[src/rtl/spi_txn_arbiter.sv]
// Round-robin arbiter that sequences multi-byte transactions from two requesters onto one single-byte SPI engine; grant 1 cycle after request, one byte per start/done handshake.
// Optional watchdog abort of a stalled engine byte is built only when SPI_ARB_WDOG_EN is defined.
module spi_txn_arbiter #(
  parameter int WDOG_CYCLES = 4096,
  parameter int WDOG_W      = 13
) (
  input  logic       clk,
  input  logic       reset,
  input  logic       req0,
  input  logic       req1,
  input  logic [7:0] txd0,
  input  logic [7:0] txd1,
  input  logic       last0,
  input  logic       last1,
  output logic       ack0,
  output logic       ack1,
  output logic       rx_valid0,
  output logic       rx_valid1,
  output logic [7:0] rxd,
  output logic       owner,
  output logic       busy,
  output logic       err,
  output logic [7:0] eng_tx_data,
  output logic       eng_start,
  input  logic [7:0] eng_rx_data,
  input  logic       eng_done
);

  typedef enum logic [1:0] {ST_IDLE, ST_ISSUE, ST_WAIT, ST_RETURN} state_t;

  state_t     state_q;
  logic       owner_q;
  logic       prio_last_q;
  logic       last_q;
  logic       ack0_q, ack1_q;
  logic       rx_valid0_q, rx_valid1_q;
  logic [7:0] rxd_q;
  logic [7:0] eng_tx_data_q;
  logic       eng_start_q;

  logic       grant_d;
  logic       issue_own_d;
  logic       issue_d;
  logic       own_req;

  // A new byte is issued either on a fresh grant or when a locked burst continues.
  always_comb begin
    grant_d = owner_q;
    if (req0 && req1) grant_d = ~prio_last_q;
    else if (req1)    grant_d = 1'b1;
    else if (req0)    grant_d = 1'b0;
    own_req     = owner_q ? req1 : req0;
    issue_own_d = (state_q == ST_IDLE) ? grant_d : owner_q;
    issue_d     = ((state_q == ST_IDLE) && (req0 || req1)) ||
                  ((state_q == ST_RETURN) && !last_q && own_req);
  end

`ifdef SPI_ARB_WDOG_EN
  logic [WDOG_W-1:0] wdog_q;
  logic              err_q;
`endif

  always_ff @(posedge clk) begin
    if (reset) begin
      state_q       <= ST_IDLE;
      owner_q       <= 1'b0;
      prio_last_q   <= 1'b1;
      last_q        <= 1'b0;
      ack0_q        <= 1'b0;
      ack1_q        <= 1'b0;
      rx_valid0_q   <= 1'b0;
      rx_valid1_q   <= 1'b0;
      rxd_q         <= 8'h00;
      eng_tx_data_q <= 8'h00;
      eng_start_q   <= 1'b0;
`ifdef SPI_ARB_WDOG_EN
      wdog_q        <= '0;
      err_q         <= 1'b0;
`endif
    end else begin
      ack0_q      <= 1'b0;
      ack1_q      <= 1'b0;
      rx_valid0_q <= 1'b0;
      rx_valid1_q <= 1'b0;
      eng_start_q <= 1'b0;
`ifdef SPI_ARB_WDOG_EN
      err_q       <= 1'b0;
`endif
      if (issue_d) begin
        state_q       <= ST_ISSUE;
        owner_q       <= issue_own_d;
        eng_tx_data_q <= issue_own_d ? txd1 : txd0;
        last_q        <= issue_own_d ? last1 : last0;
        eng_start_q   <= 1'b1;
        ack0_q        <= ~issue_own_d;
        ack1_q        <= issue_own_d;
`ifdef SPI_ARB_WDOG_EN
        wdog_q        <= '0;
`endif
      end else begin
        case (state_q)
          ST_ISSUE: begin
            state_q <= ST_WAIT;
`ifdef SPI_ARB_WDOG_EN
            wdog_q  <= wdog_q + 1'b1;
`endif
          end
          ST_WAIT: begin
`ifdef SPI_ARB_WDOG_EN
            // Counter equals cycles elapsed since eng_start; abort beats a coincident done.
            wdog_q <= wdog_q + 1'b1;
            if (wdog_q == WDOG_W'(WDOG_CYCLES)) begin
              state_q     <= ST_IDLE;
              prio_last_q <= owner_q;
            end else if (eng_done) begin
              rxd_q       <= eng_rx_data;
              rx_valid0_q <= ~owner_q;
              rx_valid1_q <= owner_q;
              state_q     <= ST_RETURN;
            end
            if ((wdog_q == WDOG_W'(WDOG_CYCLES - 1)) && !eng_done) err_q <= 1'b1;
`else
            if (eng_done) begin
              rxd_q       <= eng_rx_data;
              rx_valid0_q <= ~owner_q;
              rx_valid1_q <= owner_q;
              state_q     <= ST_RETURN;
            end
`endif
          end
          ST_RETURN: begin
            state_q     <= ST_IDLE;
            prio_last_q <= owner_q;
          end
          default: state_q <= ST_IDLE;
        endcase
      end
    end
  end

  assign ack0        = ack0_q;
  assign ack1        = ack1_q;
  assign rx_valid0   = rx_valid0_q;
  assign rx_valid1   = rx_valid1_q;
  assign rxd         = rxd_q;
  assign owner       = owner_q;
  assign busy        = (state_q != ST_IDLE);
  assign eng_tx_data = eng_tx_data_q;
  assign eng_start   = eng_start_q;
`ifdef SPI_ARB_WDOG_EN
  assign err         = err_q;
`else
  assign err         = 1'b0;
`endif

endmodule
[config.mk]
export PLATFORM = sky130hd
export DESIGN_NAME = spi_txn_arbiter
export DESIGN_NICKNAME = d
export VERILOG_FILES = /design/src/rtl/spi_txn_arbiter.sv
export SDC_FILE = /design/constraint.sdc
export NUM_CORES = 1
export LEC_CHECK = 0
export ABC_AREA = 0
export CAP_MARGIN = 20
export CORE_MARGIN = 2
export CORE_UTILIZATION = 38
export DETAILED_ROUTE_END_ITERATION = 7
export MAX_ROUTING_LAYER = met4
export PLACE_DENSITY = 0.75
export SYNTH_ARGS = -nofsm -noshare
export SYNTH_HDL_FRONTEND = slang
export SYNTH_SLANG_ARGS = --single-unit
[constraint.sdc]
create_clock -name clk -period 1.6 [get_ports clk]
set_input_delay 0.32 -clock clk [delete_from_list [all_inputs] [get_ports clk]]
set_output_delay 0.32 -clock clk [all_outputs]
set_load 0.005 [all_outputs]
==> results.ini, run 1 <==
[power_and_ir_drop]
ir_worst_vdd_mv=0.482
p_total_mw=1.82
power_density_nw_per_um2=843
leakagePower_nw=0.773

[global_route]
grt_pass1_vias=1299
grt_use_total=0.199
antenna_found_initial=0
grt_pass1_wl_mm=6.18
grt_max_degree=36
grt_overflow=0

[detailed_routing]
drt-wirelength-per-cell_um=15.2
drtIter0Drc=34
ant_nets=0
route.detailed.drc=0
vias_per_cell=5.29
drtPass1Iterations=4
wirelength_mm=3.75
vias=1306

[final_layout]
n_antenna_cell=0
final_cells=247
num-nets-final=237
layout_commonest_cell=clkdlybuf4s50_1
final_util=0.645
synthToLayoutAreaGrowth_pct=64.2
final_cell_area_sq_um=2150
drive_above_1_share=0.199
final_cell_mix=clkdlybuf4s50_1 (51), dfxtp_1 (21), o211ai_1 (18)

[yosys]
synth_area_leaders=dfxtp_1 (40%), o211ai_1 (10%), mux2i_1 (8.4%), nand2b_1 (8.1%), a311oi_1 (6.0%)
yosysTopAreaCell=dfxtp_1
synth_edf_count=0
synth_warnings=0
yosys.cell_types.count=28
async_reset_ff_frac=0
syn_avg_cell_area_sq_um=9.57
synth_top_area_frac=0.397
syn-num-nets=172
netlist_area_sq_um=1310
ys_seq_elements=26
synthCells=137
ys.flop_type=dfxtp_1
ys_seq_area_frac=0.397

[placement]
numPortBuffers=53
dp_slack_ps=-256
post-dp-hpwl_mm=2.82
place.gp.congestion=0.836
place.detailed.instances=237
placed_area_sq_um=1990

[sta]
final_max_slew_viol_count=0
period_share=0.979
setup_tns_ps=0
fin_ws_ps=33.5
setup_viol=0
rsz0062_at_grt=true
fin_hold_ws_ps=478
fin_crit_ps=1570
hold_violations=0
fmax_mhz=638
clock_skew_ps=5.37

[worst_setup_path]
reg2reg_depth=7
slowest_delay_ps=350
path_common_cell=buf_6
cp.required_ps=1860
cp.arrival_ps=1830
r2r_end=rxd[5]
worstSetupPathType=flop to flop
cp_max_fo=8
crit_cells=7
r2r-start=state_q[1]
startpoint_type=flop
path_cells=buf_6 > ha_4 > nor2b_4 > buf_6 > a211oi_4 > buf_12 > mux2i_1
ff2ff_setup_slack_ps=30
path_buf_inv=3
critPathTopFamily=buffers and inverters
slowest_stage=dfxtp_2
end_kind=flop

[die]
die_x_um=62.7
fp.coreArea_sq_um=3340
start_util=0.393
row_count=21
die_area_sq_um=3940
die_y_um=62.7
ios=55

[clocking]
clk_pin_slew_ps=140
cts_tree=built
cts_sinks=26
cts-root-buf=clkbuf_4
cts.htree.levels=1
clockBufferDepth=2
numCtsBuffers=3
clk_latency_ps=320

[job]
drv_cap=0

[run_status]
status=complete, no violations

[min_path]
whs_path_depth=2
hold_class=flop to flop
hold_end=rxd[0]
min_from=rxd[0]

power by group:
group	internal, mW	switching [mW]	total, mW
registers	0.711	0.0363	0.747
logic	0.351	0.268	0.618
clock network	0.253	0.198	0.451
logic make-up after synthesis:
| kind of cell | share of synthesized area |
|---|---|
| mux | 0.0954 |
| fa+ha+maj | 0.0382 |
| simple gates | 0.140 |
| other cells | 0.00286 |
| flops | 0.397 |
| buf+inv | 0.0544 |
| compound gates | 0.272 |
cell type report:
| type | count | area (sq um) |
|---|---|---|
| fillers | 305 | 1180 |
| well taps | 46 | 57.6 |
| clock buffers | 3 | 22.5 |
| inverters | 4 | 15.0 |
| repair buffers | 73 | 739 |
| clock inverters | 1 | 30.0 |
| multi-input cells | 94 | 762 |
| flip-flops and latches | 26 | 527 |
cells in the mapped netlist (all sizes together) (2+ instances only):
library cell and number:
a211oi 11, a21o 2, a21oi 2, a311oi 9, buf 5, clkbuf 8, dfxtp 26, ha 4
inv 4, mux2i 11, nand2 3, nand2b 17, nor2 4, nor2b 2, nor3 2, o211ai 18
routing by layer:
metal	GRT usage	wire length (um)	vias up
met4	0.0333	14	0
li1	-	-	636
met1	0.255	1680	616
met2	0.339	1860	52
met3	0.0288	194	2
met5	-	0	-
worst register-to-register path, cell delays in order, from the launching register on:
cell      delay (ps)
dfxtp_2          350
buf_6            120
ha_4             160
nor2b_4          130
buf_6            130
a211oi_4         270
buf_12           170
mux2i_1          180
worst max-delay path by stage:
stage,startpoint,endpoint,slack (ps)
after floorplan,state_q[0],rxd[0],30
after detailed placement,req0,rx_valid1,-260
final,state_q[1],rxd[5],30
after global placement,req0,rx_valid1,-220
after CTS,state_q[0],rxd[3],-50
after global routing,state_q[1],rxd[1],-30
flip-flops by register name (all words and copies together), names as in the netlist:
| register | count |
|---|---|
| ack0 | 1 |
| last_q | 1 |
| ack1 | 1 |
| eng_tx_data | 8 |
| rx_valid1 | 1 |
| rxd | 8 |
| eng_start | 1 |
| prio_last_q | 1 |
| owner | 1 |
| state_q | 2 |
| rx_valid0 | 1 |
repair_timing:
item | in CTS | in global routing
setup endpoints to repair | 4 | 24
gates resized for setup | 7 | 14
hold buffers | 0 | 0
buffers inserted | 3 | 3
pin swaps | 0 | 2
Power figures use the tool's default switching activity.
==> run 2, diff against run 1 <==
--- a/config.mk
+++ b/config.mk
@@ -8,10 +8,10 @@
 export ABC_AREA = 0
 export CAP_MARGIN = 20
 export CORE_MARGIN = 2
-export CORE_UTILIZATION = 38
+export CORE_UTILIZATION = 40
 export DETAILED_ROUTE_END_ITERATION = 7
 export MAX_ROUTING_LAYER = met4
-export PLACE_DENSITY = 0.75
+export PLACE_DENSITY = 0.76
 export SYNTH_ARGS = -nofsm -noshare
 export SYNTH_HDL_FRONTEND = slang
 export SYNTH_SLANG_ARGS = --single-unit
==> constraint.sdc (replaced) <==
create_clock -name clk -period 1.54 [get_ports clk]
set_input_delay 0.308 -clock clk [delete_from_list [all_inputs] [get_ports clk]]
set_output_delay 0.308 -clock clk [all_outputs]
set_load 0.005 [all_outputs]
==> run 2 against run 1 <==
  * Worst hold slack better by 1.9 ps
  * Power down 2.0%
  * Die area down 4.7%
  * Sequential share of layout area up 0.080 points
  * Critical endpoint is now eng_tx_data[5]
  * Critical path type is now flop to output pin
  * Count of clock-buffer cells in the layout up 1
  * First-iteration DRC count up 2.9%
  * Combinational power up 6.3%
  * Routed wire length up 1.9%
  * Clock skew up 6.0 ps
  * Sequential power up 4.4%
  * Flip-flop and latch count unchanged
==> results.ini, run 2 (synthesized netlist as in run 1, its figures left out) <==
[die]
die_y_um=61.3  ; was 62.7 um
start_util=0.426  ; was 0.393
die_x_um=61.3  ; was 62.7 um
row_count=20  ; was 21
ios=55  ; unchanged
fp.coreArea_sq_um=3080  ; was 3340 sq um
die_area_sq_um=3750  ; was 3940 sq um

[worst_setup_path]
path_cells=clkdlybuf4s50_1  ; was buf_6 > ha_4 > nor2b_4 > buf_6 > a211oi_4 > buf_12 > mux2i_1
end_kind=output pin  ; was flop
cp.required_ps=1230  ; was 1860 ps
path_buf_inv=1  ; was 3
worstSetupPathType=flop to output pin  ; was flop to flop
r2r-start=owner  ; was state_q[1]
critPathTopFamily=buffers and inverters  ; unchanged
slowest_delay_ps=500  ; was 350 ps
cp-startpoint=eng_tx_data[5]  ; was state_q[1]
cp.arrival_ps=1180  ; was 1830 ps
reg2reg_depth=4  ; was 7
startpoint_type=flop  ; unchanged
r2r_end=rx_valid1  ; was rxd[5]
cp_max_fo=2  ; was 8
slowest_stage=clkdlybuf4s50_1  ; was dfxtp_2
ff2ff_setup_slack_ps=60  ; was 30 ps

[final_layout]
final_cell_area_sq_um=2190  ; was 2150 sq um
final_cell_mix=clkdlybuf4s50_1 (51), o211ai_1 (18), nand2b_1 (17)  ; was clkdlybuf4s50_1 (51), dfxtp_1 (21), o211ai_1 (18)
n_antenna_cell=0  ; unchanged
fill_cells=241  ; was 305
synthToLayoutAreaGrowth_pct=66.8  ; was 64.2%
layout_commonest_cell=clkdlybuf4s50_1  ; unchanged
drive_above_1_share=0.271  ; was 0.199
final_util=0.711  ; was 0.645
num-nets-final=239  ; was 237

[global_route]
grt_max_degree=36  ; unchanged
grt_pass1_wl_mm=6.07  ; was 6.18 mm
grt_overflow=0  ; unchanged
antenna_found_initial=0  ; unchanged
grt_pass1_vias=1325  ; was 1,299
grt_use_total=0.225  ; was 0.199

[clocking]
clockBufferDepth=2  ; unchanged
numCtsBuffers=3  ; unchanged
clk_latency_ps=320  ; about the same
hold_buffers=0  ; unchanged
cts-root-buf=clkbuf_4  ; unchanged
clk_pin_slew_ps=140  ; about the same
cts_sinks=26  ; unchanged
cts.htree.levels=1  ; unchanged
cts_tree=built  ; unchanged

[power_and_ir_drop]
p_sw_mw=0.522  ; was 0.501 mW
internal_power_mw=1.26  ; was 1.31 mW
p_comb_frac=0.369  ; was 0.340
clock_power_share=0.192  ; was 0.248
ir_worst_vdd_mv=0.471  ; was 0.482 mV
leakagePower_nw=0.789  ; was 0.773 nW
switching_share=0.293  ; was 0.276
seqPwrFrac=0.438  ; was 0.411
power_density_nw_per_um2=814  ; was 843 nW/um^2

[detailed_routing]
route.detailed.drc=0  ; unchanged
vias_per_cell=5.32  ; was 5.29
ant_nets=0  ; unchanged
drt-wirelength-per-cell_um=15.5  ; was 15.2 um
drtPass1Iterations=4  ; unchanged
vias=1314  ; was 1,306
wirelength_mm=3.82  ; was 3.75 mm
drtIter0Drc=35  ; was 34

[placement]
placed_area_sq_um=2050  ; was 1990 sq um
post-dp-hpwl_mm=2.80  ; was 2.82 mm
place.gp.congestion=0.793  ; was 0.836
numPortBuffers=53  ; unchanged

[min_path]
hold_end=rxd[2]  ; was rxd[0]
whs_path_depth=2  ; unchanged
hold_class=flop to flop  ; unchanged
min_from=rxd[2]  ; was rxd[0]

[sta]
fin_hold_ws_ps=479  ; was 478 ps
rsz0062_at_grt=true  ; unchanged
fin_crit_ps=1490
hold_violations=0  ; unchanged
period_share=0.966
final_max_slew_viol_count=0  ; unchanged
fmax_mhz=672
setup_viol=0  ; unchanged
clock_skew_ps=11.4  ; was 5.37 ps

[job]
drv_cap=0  ; unchanged

[run_status]
status=complete, no violations  ; unchanged

## run 2: cell count changes in the layout (fill, tap and decap cells not counted), sizes merged
cell,before,now
buf,20,22
bufinv,1,0
clkbuf,3,5
dlygate4sd2,2,1
## run 2: per-layer routing
metal | share of wire | track usage | wire length [um] | vias to the layer above
met3 | 0.058 | 0.0399 | 223 | 6
met4 | 0.016 | 0.0683 | 61 | 0
li1 | - | - | - | 639
met1 | 0.41 | 0.246 | 1550 | 616
met5 | 0 | - | 0 | -
met2 | 0.52 | 0.409 | 1990 | 53
## run 2: cell type report
class / instances / area (sq um) / share of cell area
multi-input cells: 94 / 795 / 0.363
repair buffers: 75 / 747 / 0.342
flip-flops and latches: 26 / 537 / 0.245
well taps: 44 / 55.1 / 0.0252
clock buffers: 4 / 36.3 / 0.0166
inverters: 4 / 17.5 / 0.00801
## run 2: power groups by stage
stage | Sequential (mW) | Combinational (mW) | Clock, mW
after detailed placement | 0.785 | 0.608 | 0
final | 0.780 | 0.657 | 0.343
after CTS | 0.771 | 0.638 | 0.344
after global routing | 0.788 | 0.710 | 0.379
after global placement | 0.784 | 0.590 | 0
after floorplan | 0.789 | 0.281 | 0
## run 2: repair_timing
| item | 4_1_cts | 5_1_grt |
|---|---|---|
| gates resized for setup | 11 | 22 |
| pin swaps | 1 | 2 |
| setup endpoints to repair | 14 | 23 |
| buffers inserted | 3 | 0 |
## run 2: stage by stage
stage,TNS (ps),cells,total power [mW],setup WS [ps]
3_5_place_dp,-6050,240,1.39,-323
2_1_floorplan,0,137,1.07,17.0
4_1_cts,0,247,1.75,25.8
6_report,0,247,1.78,51.9
3_3_place_gp,-5150,240,1.37,-243
5_1_grt,-53.3,247,1.88,-21.7
## run 2: worst max-delay path by stage
stage	cells past startpoint	to	slack [ps]
final	1	eng_tx_data[5]	50
after global routing	7	rxd[0]	-20
after CTS	6	rxd[4]	30
after detailed placement	4	rx_valid1	-320
after global placement	4	rx_valid1	-240
after floorplan	6	rxd[0]	20
